===== config.mk =====
export PLATFORM = sky130hd
export DESIGN_NAME = io_ring_pwr_seq_flat
export DESIGN_NICKNAME = d
export VERILOG_FILES = /design/src/rtl/io_pwr_pkg.sv /design/src/rtl/io_ring_pwr_seq_if.sv /design/src/rtl/io_sync2.sv /design/src/rtl/io_ring_pwr_seq.sv /design/src/flat_wrapper.sv
export SDC_FILE = /design/constraint.sdc
export NUM_CORES = 1
export LEC_CHECK = 0
export CORE_UTILIZATION = 45
export DETAILED_ROUTE_END_ITERATION = 16
export GPL_TIMING_DRIVEN = 0
export PLACE_DENSITY = 0.65
export SYNTH_ARGS = -nofsm -noshare
export SYNTH_HDL_FRONTEND = slang
export SYNTH_SLANG_ARGS = --single-unit

===== constraint.sdc =====
create_clock -name clk -period 2.7 [get_ports clk]
set_input_delay 0.54 -clock clk [delete_from_list [all_inputs] [get_ports clk]]
set_output_delay 0.54 -clock clk [all_outputs]
set_load 0.01 [all_outputs]

===== src/rtl/io_pwr_pkg.sv =====
// Package io_pwr_pkg
// Shared types and defaults for the EG1.8V IO ring power sequencer.
// Contents:
//   io_pwr_state_e    - 3-bit sequencer state encoding (also driven on state_o)
//   io_pwr_dn_phase_e - sub-step inside PWR_DN (oe off, ie off, ret on)
//   io_pwr_out_t      - registered pad/handshake output bundle
//   DEB_CYC_DEF, STEP_CYC_DEF, CNT_W_DEF - default timing constants
//   decode_outputs()  - output decode from (state, power-down phase)
package io_pwr_pkg;

  localparam int unsigned DEB_CYC_DEF  = 16;
  localparam int unsigned STEP_CYC_DEF = 8;
  localparam int unsigned CNT_W_DEF    = 8;

  typedef enum logic [2:0] {
    ST_OFF      = 3'd0,
    ST_DEBOUNCE = 3'd1,
    ST_REL_RET  = 3'd2,
    ST_IE_ON    = 3'd3,
    ST_READY    = 3'd4,
    ST_PWR_DN   = 3'd5,
    ST_FAULT    = 3'd6
  } io_pwr_state_e;

  typedef enum logic [1:0] {
    DN_OE_OFF = 2'd0,
    DN_IE_OFF = 2'd1,
    DN_RET_ON = 2'd2
  } io_pwr_dn_phase_e;

  typedef struct packed {
    logic ack;
    logic ret;
    logic ie;
    logic oe;
    logic fault;
  } io_pwr_out_t;

  // Pads held in retention, gates closed, no ack, no fault.
  localparam io_pwr_out_t OUT_OFF = '{ack: 1'b0, ret: 1'b1, ie: 1'b0, oe: 1'b0, fault: 1'b0};

  // Ack stays high through PWR_DN so the controller sees it fall only once
  // the ring is fully back in retention (OFF). FAULT drops ack immediately.
  function automatic io_pwr_out_t decode_outputs(input io_pwr_state_e st,
                                                 input io_pwr_dn_phase_e ph);
    io_pwr_out_t o;
    o = OUT_OFF;
    case (st)
      ST_REL_RET: o.ret = 1'b0;
      ST_IE_ON: begin
        o.ret = 1'b0;
        o.ie  = 1'b1;
      end
      ST_READY: begin
        o.ret = 1'b0;
        o.ie  = 1'b1;
        o.oe  = 1'b1;
        o.ack = 1'b1;
      end
      ST_PWR_DN: begin
        o.ack = 1'b1;
        o.ret = (ph == DN_RET_ON);
        o.ie  = (ph == DN_OE_OFF);
      end
      ST_FAULT: o.fault = 1'b1;
      default: ;
    endcase
    return o;
  endfunction

endpackage


===== src/rtl/io_ring_pwr_seq_if.sv =====
// Interface io_ring_pwr_seq_if
// Handshake between the SoC power controller and the IO ring sequencer.
//   pwr_req_i  controller -> sequencer  level request (1 = IO up, 0 = IO down)
//   pwr_ack_o  sequencer -> controller  1 in READY and during PWR_DN, 0 otherwise
//   fault_o    sequencer -> controller  sticky supply-loss flag
//   state_o    sequencer -> controller  current state (io_pwr_state_e encoding)
// Handshake: four-phase level protocol. The controller raises pwr_req_i and
// holds it; the sequencer raises pwr_ack_o once the ring is fully enabled.
// The controller drops pwr_req_i; the sequencer drops pwr_ack_o once the ring
// is back in retention. A request change is only acted on in OFF, DEBOUNCE,
// READY and FAULT; in FAULT, pwr_req_i low is the acknowledgement that clears it.
interface io_ring_pwr_seq_if;
  logic       pwr_req_i;
  logic       pwr_ack_o;
  logic       fault_o;
  logic [2:0] state_o;

  modport master (output pwr_req_i, input pwr_ack_o, fault_o, state_o);
  modport slave  (input pwr_req_i, output pwr_ack_o, fault_o, state_o);
endinterface


===== src/rtl/io_sync2.sv =====
// Module io_sync2
// Two-flop synchronizer for a single asynchronous level.
// Ports: clk, rst_n (async active-low), d (async input), q (synced, 2-cycle latency).
// Parameter RST_VAL: value both flops take in reset.
module io_sync2 #(
  parameter logic RST_VAL = 1'b0
) (
  input  logic clk,
  input  logic rst_n,
  input  logic d,
  output logic q
);
  logic meta_q;

  always_ff @(posedge clk or negedge rst_n) begin
    if (!rst_n) begin
      meta_q <= RST_VAL;
      q      <= RST_VAL;
    end else begin
      meta_q <= d;
      q      <= meta_q;
    end
  end
endmodule


===== src/rtl/io_ring_pwr_seq.sv =====
// Module io_ring_pwr_seq
// Power sequencer for the EG1.8V IO pad ring. Debounces the ring supply-good
// level, then releases retention, enables inputs, enables outputs, each
// STEP_CYC apart; powers down in reverse order. Supply loss outside OFF and
// DEBOUNCE forces the pads safe in one cycle and latches a fault.
// Ports:
//   clk, rst_n     core clock, asynchronous active-low reset
//   supply_ok_i    asynchronous ring supply-good from pad level detector
//   ctl            io_ring_pwr_seq_if.slave (pwr_req_i, pwr_ack_o, fault_o, state_o)
//   pad_ret_o      pad retention/isolation, active high
//   pad_ie_en_o    global input-enable gate
//   pad_oe_en_o    global output-enable gate
//   fault_cnt_o    [7:0] saturating FAULT entry count (only with IO_PWR_SEQ_STATUS_EN)
// Configuration macro: IO_PWR_SEQ_STATUS_EN adds fault_cnt_o.
// All outputs are registered from the next-state decode.
module io_ring_pwr_seq
  import io_pwr_pkg::*;
#(
  parameter int unsigned DEB_CYC  = DEB_CYC_DEF,
  parameter int unsigned STEP_CYC = STEP_CYC_DEF,
  parameter int unsigned CNT_W    = CNT_W_DEF
) (
  input  logic                    clk,
  input  logic                    rst_n,
  input  logic                    supply_ok_i,
  io_ring_pwr_seq_if.slave        ctl,
  output logic                    pad_ret_o,
  output logic                    pad_ie_en_o,
  output logic                    pad_oe_en_o
`ifdef IO_PWR_SEQ_STATUS_EN
  ,
  output logic [7:0]              fault_cnt_o
`endif
);

  localparam longint unsigned CNT_LIM = 64'd1 << CNT_W;
  localparam bit CFG_OK = (DEB_CYC >= 2) && (STEP_CYC >= 1) &&
                          (64'(DEB_CYC) < CNT_LIM) && (64'(STEP_CYC) < CNT_LIM);

  if (!CFG_OK) begin : g_cfg_err
    $error("io_ring_pwr_seq: CNT_W too small for DEB_CYC/STEP_CYC, or DEB_CYC<2 / STEP_CYC<1");
  end

  localparam logic [CNT_W-1:0] DEB_LAST  = CNT_W'(DEB_CYC - 1);
  localparam logic [CNT_W-1:0] STEP_LAST = CNT_W'(STEP_CYC - 1);

  logic             sok;
  io_pwr_state_e    state_q, state_n;
  io_pwr_dn_phase_e phase_q, phase_n;
  logic [CNT_W-1:0] cnt_q, cnt_n, cnt_inc;
  io_pwr_out_t      out_q;

  io_sync2 #(.RST_VAL(1'b0)) u_sync_sok (
    .clk   (clk),
    .rst_n (rst_n),
    .d     (supply_ok_i),
    .q     (sok)
  );

  // Saturating increment: the counter is never allowed to wrap.
  assign cnt_inc = (cnt_q == {CNT_W{1'b1}}) ? cnt_q : cnt_q + 1'b1;

  always_ff @(posedge clk or negedge rst_n) begin
    if (!rst_n) begin
      state_q <= ST_OFF;
      phase_q <= DN_OE_OFF;
      cnt_q   <= '0;
      out_q   <= OUT_OFF;
    end else begin
      state_q <= state_n;
      phase_q <= phase_n;
      cnt_q   <= cnt_n;
      out_q   <= decode_outputs(state_n, phase_n);
    end
  end

  always_comb begin
    state_n = state_q;
    phase_n = phase_q;
    cnt_n   = cnt_q;
    case (state_q)
      ST_OFF: begin
        if (ctl.pwr_req_i) begin
          state_n = ST_DEBOUNCE;
          cnt_n   = '0;
        end
      end
      ST_DEBOUNCE: begin
        if (!ctl.pwr_req_i) begin
          state_n = ST_OFF;
          cnt_n   = '0;
        end else if (!sok) begin
          cnt_n = '0;
        end else if (cnt_q == DEB_LAST) begin
          state_n = ST_REL_RET;
          cnt_n   = '0;
        end else begin
          cnt_n = cnt_inc;
        end
      end
      ST_REL_RET, ST_IE_ON: begin
        if (!sok) begin
          state_n = ST_FAULT;
          cnt_n   = '0;
        end else if (cnt_q == STEP_LAST) begin
          state_n = (state_q == ST_REL_RET) ? ST_IE_ON : ST_READY;
          cnt_n   = '0;
        end else begin
          cnt_n = cnt_inc;
        end
      end
      ST_READY: begin
        if (!sok) begin
          state_n = ST_FAULT;
        end else if (!ctl.pwr_req_i) begin
          state_n = ST_PWR_DN;
          phase_n = DN_OE_OFF;
          cnt_n   = '0;
        end
      end
      ST_PWR_DN: begin
        // Request changes are ignored here; only supply loss can interrupt.
        if (!sok) begin
          state_n = ST_FAULT;
          cnt_n   = '0;
        end else if (cnt_q == STEP_LAST) begin
          cnt_n = '0;
          case (phase_q)
            DN_OE_OFF: phase_n = DN_IE_OFF;
            DN_IE_OFF: phase_n = DN_RET_ON;
            default: begin
              state_n = ST_OFF;
              phase_n = DN_OE_OFF;
            end
          endcase
        end else begin
          cnt_n = cnt_inc;
        end
      end
      ST_FAULT: begin
        if (!ctl.pwr_req_i) begin
          state_n = ST_OFF;
          phase_n = DN_OE_OFF;
          cnt_n   = '0;
        end
      end
      default: begin
        state_n = ST_OFF;
        phase_n = DN_OE_OFF;
        cnt_n   = '0;
      end
    endcase
  end

  assign ctl.pwr_ack_o = out_q.ack;
  assign ctl.fault_o   = out_q.fault;
  assign ctl.state_o   = state_q;
  assign pad_ret_o     = out_q.ret;
  assign pad_ie_en_o   = out_q.ie;
  assign pad_oe_en_o   = out_q.oe;

`ifdef IO_PWR_SEQ_STATUS_EN
  logic [7:0] fault_cnt_q;

  always_ff @(posedge clk or negedge rst_n) begin
    if (!rst_n) begin
      fault_cnt_q <= 8'd0;
    end else if ((state_q != ST_FAULT) && (state_n == ST_FAULT) && (fault_cnt_q != 8'hFF)) begin
      fault_cnt_q <= fault_cnt_q + 8'd1;
    end
  end

  assign fault_cnt_o = fault_cnt_q;
`endif

endmodule


===== src/flat_wrapper.sv =====
// flat-port wrapper written by rule: the top's interface ports become plain ports
module io_ring_pwr_seq_flat import io_pwr_pkg::*;
#(
  parameter int unsigned DEB_CYC  = DEB_CYC_DEF,
  parameter int unsigned STEP_CYC = STEP_CYC_DEF,
  parameter int unsigned CNT_W    = CNT_W_DEF
)
  (clk, rst_n, supply_ok_i, pad_ret_o, pad_ie_en_o, pad_oe_en_o, ctl_pwr_req_i, ctl_pwr_ack_o, ctl_fault_o, ctl_state_o);
  io_ring_pwr_seq_if ctl_i ();
  input  logic clk;
  input  logic rst_n;
  input  logic supply_ok_i;
  output logic pad_ret_o;
  output logic pad_ie_en_o;
  output logic pad_oe_en_o;
  input wire logic [$bits(ctl_i.pwr_req_i)-1:0] ctl_pwr_req_i;
  output wire logic [$bits(ctl_i.pwr_ack_o)-1:0] ctl_pwr_ack_o;
  output wire logic [$bits(ctl_i.fault_o)-1:0] ctl_fault_o;
  output wire logic [$bits(ctl_i.state_o)-1:0] ctl_state_o;
  assign ctl_i.pwr_req_i = ctl_pwr_req_i;
  assign ctl_pwr_ack_o = ctl_i.pwr_ack_o;
  assign ctl_fault_o = ctl_i.fault_o;
  assign ctl_state_o = ctl_i.state_o;
  io_ring_pwr_seq #(.DEB_CYC(DEB_CYC), .STEP_CYC(STEP_CYC), .CNT_W(CNT_W)) u_core (.clk(clk), .rst_n(rst_n), .supply_ok_i(supply_ok_i), .ctl(ctl_i), .pad_ret_o(pad_ret_o), .pad_ie_en_o(pad_ie_en_o), .pad_oe_en_o(pad_oe_en_o));
endmodule

==> results_dict.tcl <==
set metrics [dict create \
    status "completed" \
    syn_area_per_cell_um2 9.23 \
    drv_slew 0 \
    cp-end-kind "flop" \
    clockBufferDepth 2 \
    finClkSkew_ns 0.00896 \
    rsz0062_at_grt "no" \
    vias 1065 \
    tns_ns 0 \
    start_util_pct 48.6 \
    postCtsHoldBufs 0 \
    nFillCells 242 \
    grt_first_pass_wirelength_um 4480 \
    die_area_um2 2960 \
    crit_family "compound AO/OA/AOI/OAI gates" \
    final_nets 155 \
    path_common_cell "nor2_1" \
    finalNonFillerCells 179 \
    power_leakage_uw 0.000579 \
    worstSetupPathType "input port to flop" \
    avgRoutedWirePerCell_um 15.3 \
    synth_cells 134 \
    timing.rr.start "u_core.cnt_q[4]$_DFFE_PN0P_" \
    critical-path-slowest-cell "clkdlybuf4s50_1" \
    clk_pin_slew_ns 0.11 \
    io_pins 12 \
    rows 18 \
    critPathMaxStageDelay_ns 0.63 \
    core-area_um2 2540 \
    drc 0 \
    hold_path.class "flop to flop" \
    n_antenna_cell 0 \
    peakVddDrop_mv 0.554 \
    startpoint_type "input port" \
    powerDensity_nw_per_um2 842 \
    cts_buffers 3 \
    reg2reg_setup_slack_ns 0.50 \
    numPortBuffers 11 \
    syn_to_final_growth_pct 14.1 \
    yosysWarnings 0 \
    cp_num_buf_inv 1 \
    netlist_area_um2 1240 \
    maxCapViolCount 0 \
    maxSlewHeadroom_pct 40.2 \
    setup_violations 0 \
    clock-sinks 20 \
    hpwl_um 1980 \
    ys_seq_area_share_pct 40.6 \
    period_needed_ns 2.42 \
    worst-endpoint-required_ns 2.92 \
    syn-num-nets 139 \
    antenna_found_initial 0 \
    clk_latency_ns 0.30 \
    vias_per_cell 5.95 \
    min_from "u_core.u_sync_sok.meta_q$_DFF_PN0_" \
    path_max_fanout 9 \
    endpoint "u_core.cnt_q[3]$_DFFE_PN0P_" \
    overflow 0 \
    synth_seq_cells 20 \
    hold_violations 0 \
    die_h_um 54.4 \
    dr.first_iter.drc_count 36 \
    grt_max_degree 21 \
    path_cells "clkdlybuf4s50_1 -> or3b_1 -> a211o_1 -> a2111oi_4 -> nor2_1 -> nor2_1" \
    cts_tree "built" \
    cts.repair.resized 0 \
    drtAntennaViolNets 0 \
    cp_data_arrival_time_ns 2.64 \
    cts_htree_levels 1 \
    yosys.cell_types.count 46 \
    grt_pass1_vias 966 \
    worst_pin_slew_ns 0.895 \
    post-cts-setup-buffer-count 0 \
    drive_above_1_share_pct 9.40 \
    hold_depth 0 \
    fp.dieW_um 54.4 \
    cp_num_cells 6 \
    reg2reg_depth 5 \
    root_buffer "clkbuf_4" \
    fin_crit_sh_pct 89.5 \
    fmax_mhz 414 \
    gp_congestion 0.838 \
    grt_usage_pct 21.7 \
    cp-startpoint "ctl_pwr_req_i" \
    numPlacedInstances 175 \
    timing.rr.end "u_core.pad_ret_o$_DFF_PN1_" \
    totalWireLength_um 2740 \
    dr.pass1.iters 4 \
]
-- cells in the final DEF, fill, tap and decap left out, types with 2 or more instances in the layout --
cell type        instances
a211o_1                  3
a21oi_1                  8
a311o_1                  2
a31oi_1                  4
and2_1                   3
and3_1                   2
clkbuf_1                 6
clkbuf_4                 3
clkdlybuf4s50_1         11
dfrtp_1                 19
inv_1                    6
nand2_1                 13
nand2b_1                 3
nand3_1                  6
nand4_1                  2
nor2_1                  14
nor2b_1                  4
nor3_1                   4
nor3b_1                  2
o31ai_1                  2
xnor2_1                  5
-- worst reg2reg max path, delay by kind of cell (launching register included) --
kind	cells	cell delay, ns
and+or+nand+nor	3	0.75
AOI/OAI and AO/OA	2	0.92
DFF	1	0.46
-- Yosys cell counts (all sizes together) --
cell     instances  share of area, %
nor2            14               4.3
nor4             2               2.2
o21ai            1              0.40
a2bb2oi          1              0.71
inv              6               1.8
buf              1              0.40
a32o             1              0.81
a211oi           1              0.61
dfrtp           19                38
nand3            6               2.4
a22o             1              0.71
o311ai           2               1.4
ha               1               1.0
and3             3               1.6
and2             3               1.5
o31a             1              0.81
o21bai           1              0.61
nand2b           3               1.5
o22a             2               1.5
or3b             2               1.4
clkbuf           5               1.5
a211o            3               2.1
a31oi            4               2.0
or4              1              0.91
dfstp            1               2.1
o21a             1              0.61
o31ai            2               1.2
nor3b            2               1.2
or2              1              0.51
nand4            2               1.0
nor3             5               2.9
o41ai            1               1.3
a21bo            1              0.81
nand2           13               3.9
a21oi            8               3.2
a2111oi          1               2.2
o32a             1              0.81
xnor2            5               3.5
a311o            2               1.6
nor2b            4               2.0
-- area by class of cell --
class / count / area, um2 / share of cell area, %
Timing Repair Buffer: 11 / 110 / 7.81
Sequential cell: 20 / 502 / 35.6
Multi-Input combinational cell: 102 / 688 / 48.8
Buffer: 6 / 23.8 / 1.69
Inverter: 6 / 22.5 / 1.60
Clock buffer: 4 / 26.3 / 1.86
Tap cell: 30 / 37.5 / 2.66
-- where the power goes --
| part | internal (uW) | switching [uW] |
|---|---|---|
| sequential | 373 | 47.2 |
| combinational | 279 | 345 |
| clock | 57.4 | 87.2 |
-- metrics by stage --
stage | power (uW) | setup slack [ns] | util [%] | hold WS (ns) | area (um2)
after global placement | 1030 | -0.0151 | 54.4 | 0.345 | 1380
after floorplan | 841 | 0.752 | - | 0.244 | 1240
final | 1190 | 0.284 | 55.4 | 0.362 | 1410
after detailed placement | 1050 | -0.00112 | 54.4 | 0.338 | 1380
after global routing | 1290 | 0.206 | 55.4 | 0.371 | 1410
after CTS | 1200 | 0.329 | 55.4 | 0.366 | 1410
-- metal layers --
| metal | GRT usage (%) | up-vias | wire length [um] |
|---|---|---|---|
| met1 | 30.4 | 513 | 1380 |
| met3 | 3.33 | 2 | 102 |
| li1 | - | 525 | - |
| met5 | 0 | - | 0 |
| met2 | 32.9 | 25 | 1240 |
| met4 | 8.97 | 0 | 20 |
-- state kept, by name, summed over array words and instances (netlist names) --
| name | count |
|---|---|
| u_core.u_sync_sok.meta_q | 1 |
| u_core.u_sync_sok.q | 1 |
| u_core.phase_q | 2 |
| u_core.ctl.state_o | 3 |
| u_core.pad_oe_en_o | 1 |
| u_core.ctl.pwr_ack_o | 1 |
| u_core.pad_ie_en_o | 1 |
| u_core.ctl.fault_o | 1 |
| u_core.pad_ret_o | 1 |
| u_core.cnt_q | 8 |
-- how the worst min path moves through the flow --
stage                                          endpoint
final                     u_core.u_sync_sok.q$_DFF_PN0_
after global routing      u_core.u_sync_sok.q$_DFF_PN0_
after CTS                 u_core.u_sync_sok.q$_DFF_PN0_
after detailed placement  u_core.u_sync_sok.q$_DFF_PN0_
after global placement    u_core.u_sync_sok.q$_DFF_PN0_
after floorplan             u_core.cnt_q[0]$_DFFE_PN0P_
-- logic make-up (layout without fill, tap and decap cells) --
family	count (synthesis)	after routing	share of synthesized area [%]
XOR/XNOR	5	5	3.54
AND/OR/NAND/NOR	61	61	27.5
AO/OA/AOI/OAI	35	35	23.6
adder cells (fa/ha/maj)	1	1	1.01
buffers and inverters	12	27	3.74
flip-flops	20	20	40.6
No activity file was read; power rests on OpenSTA's default activity.
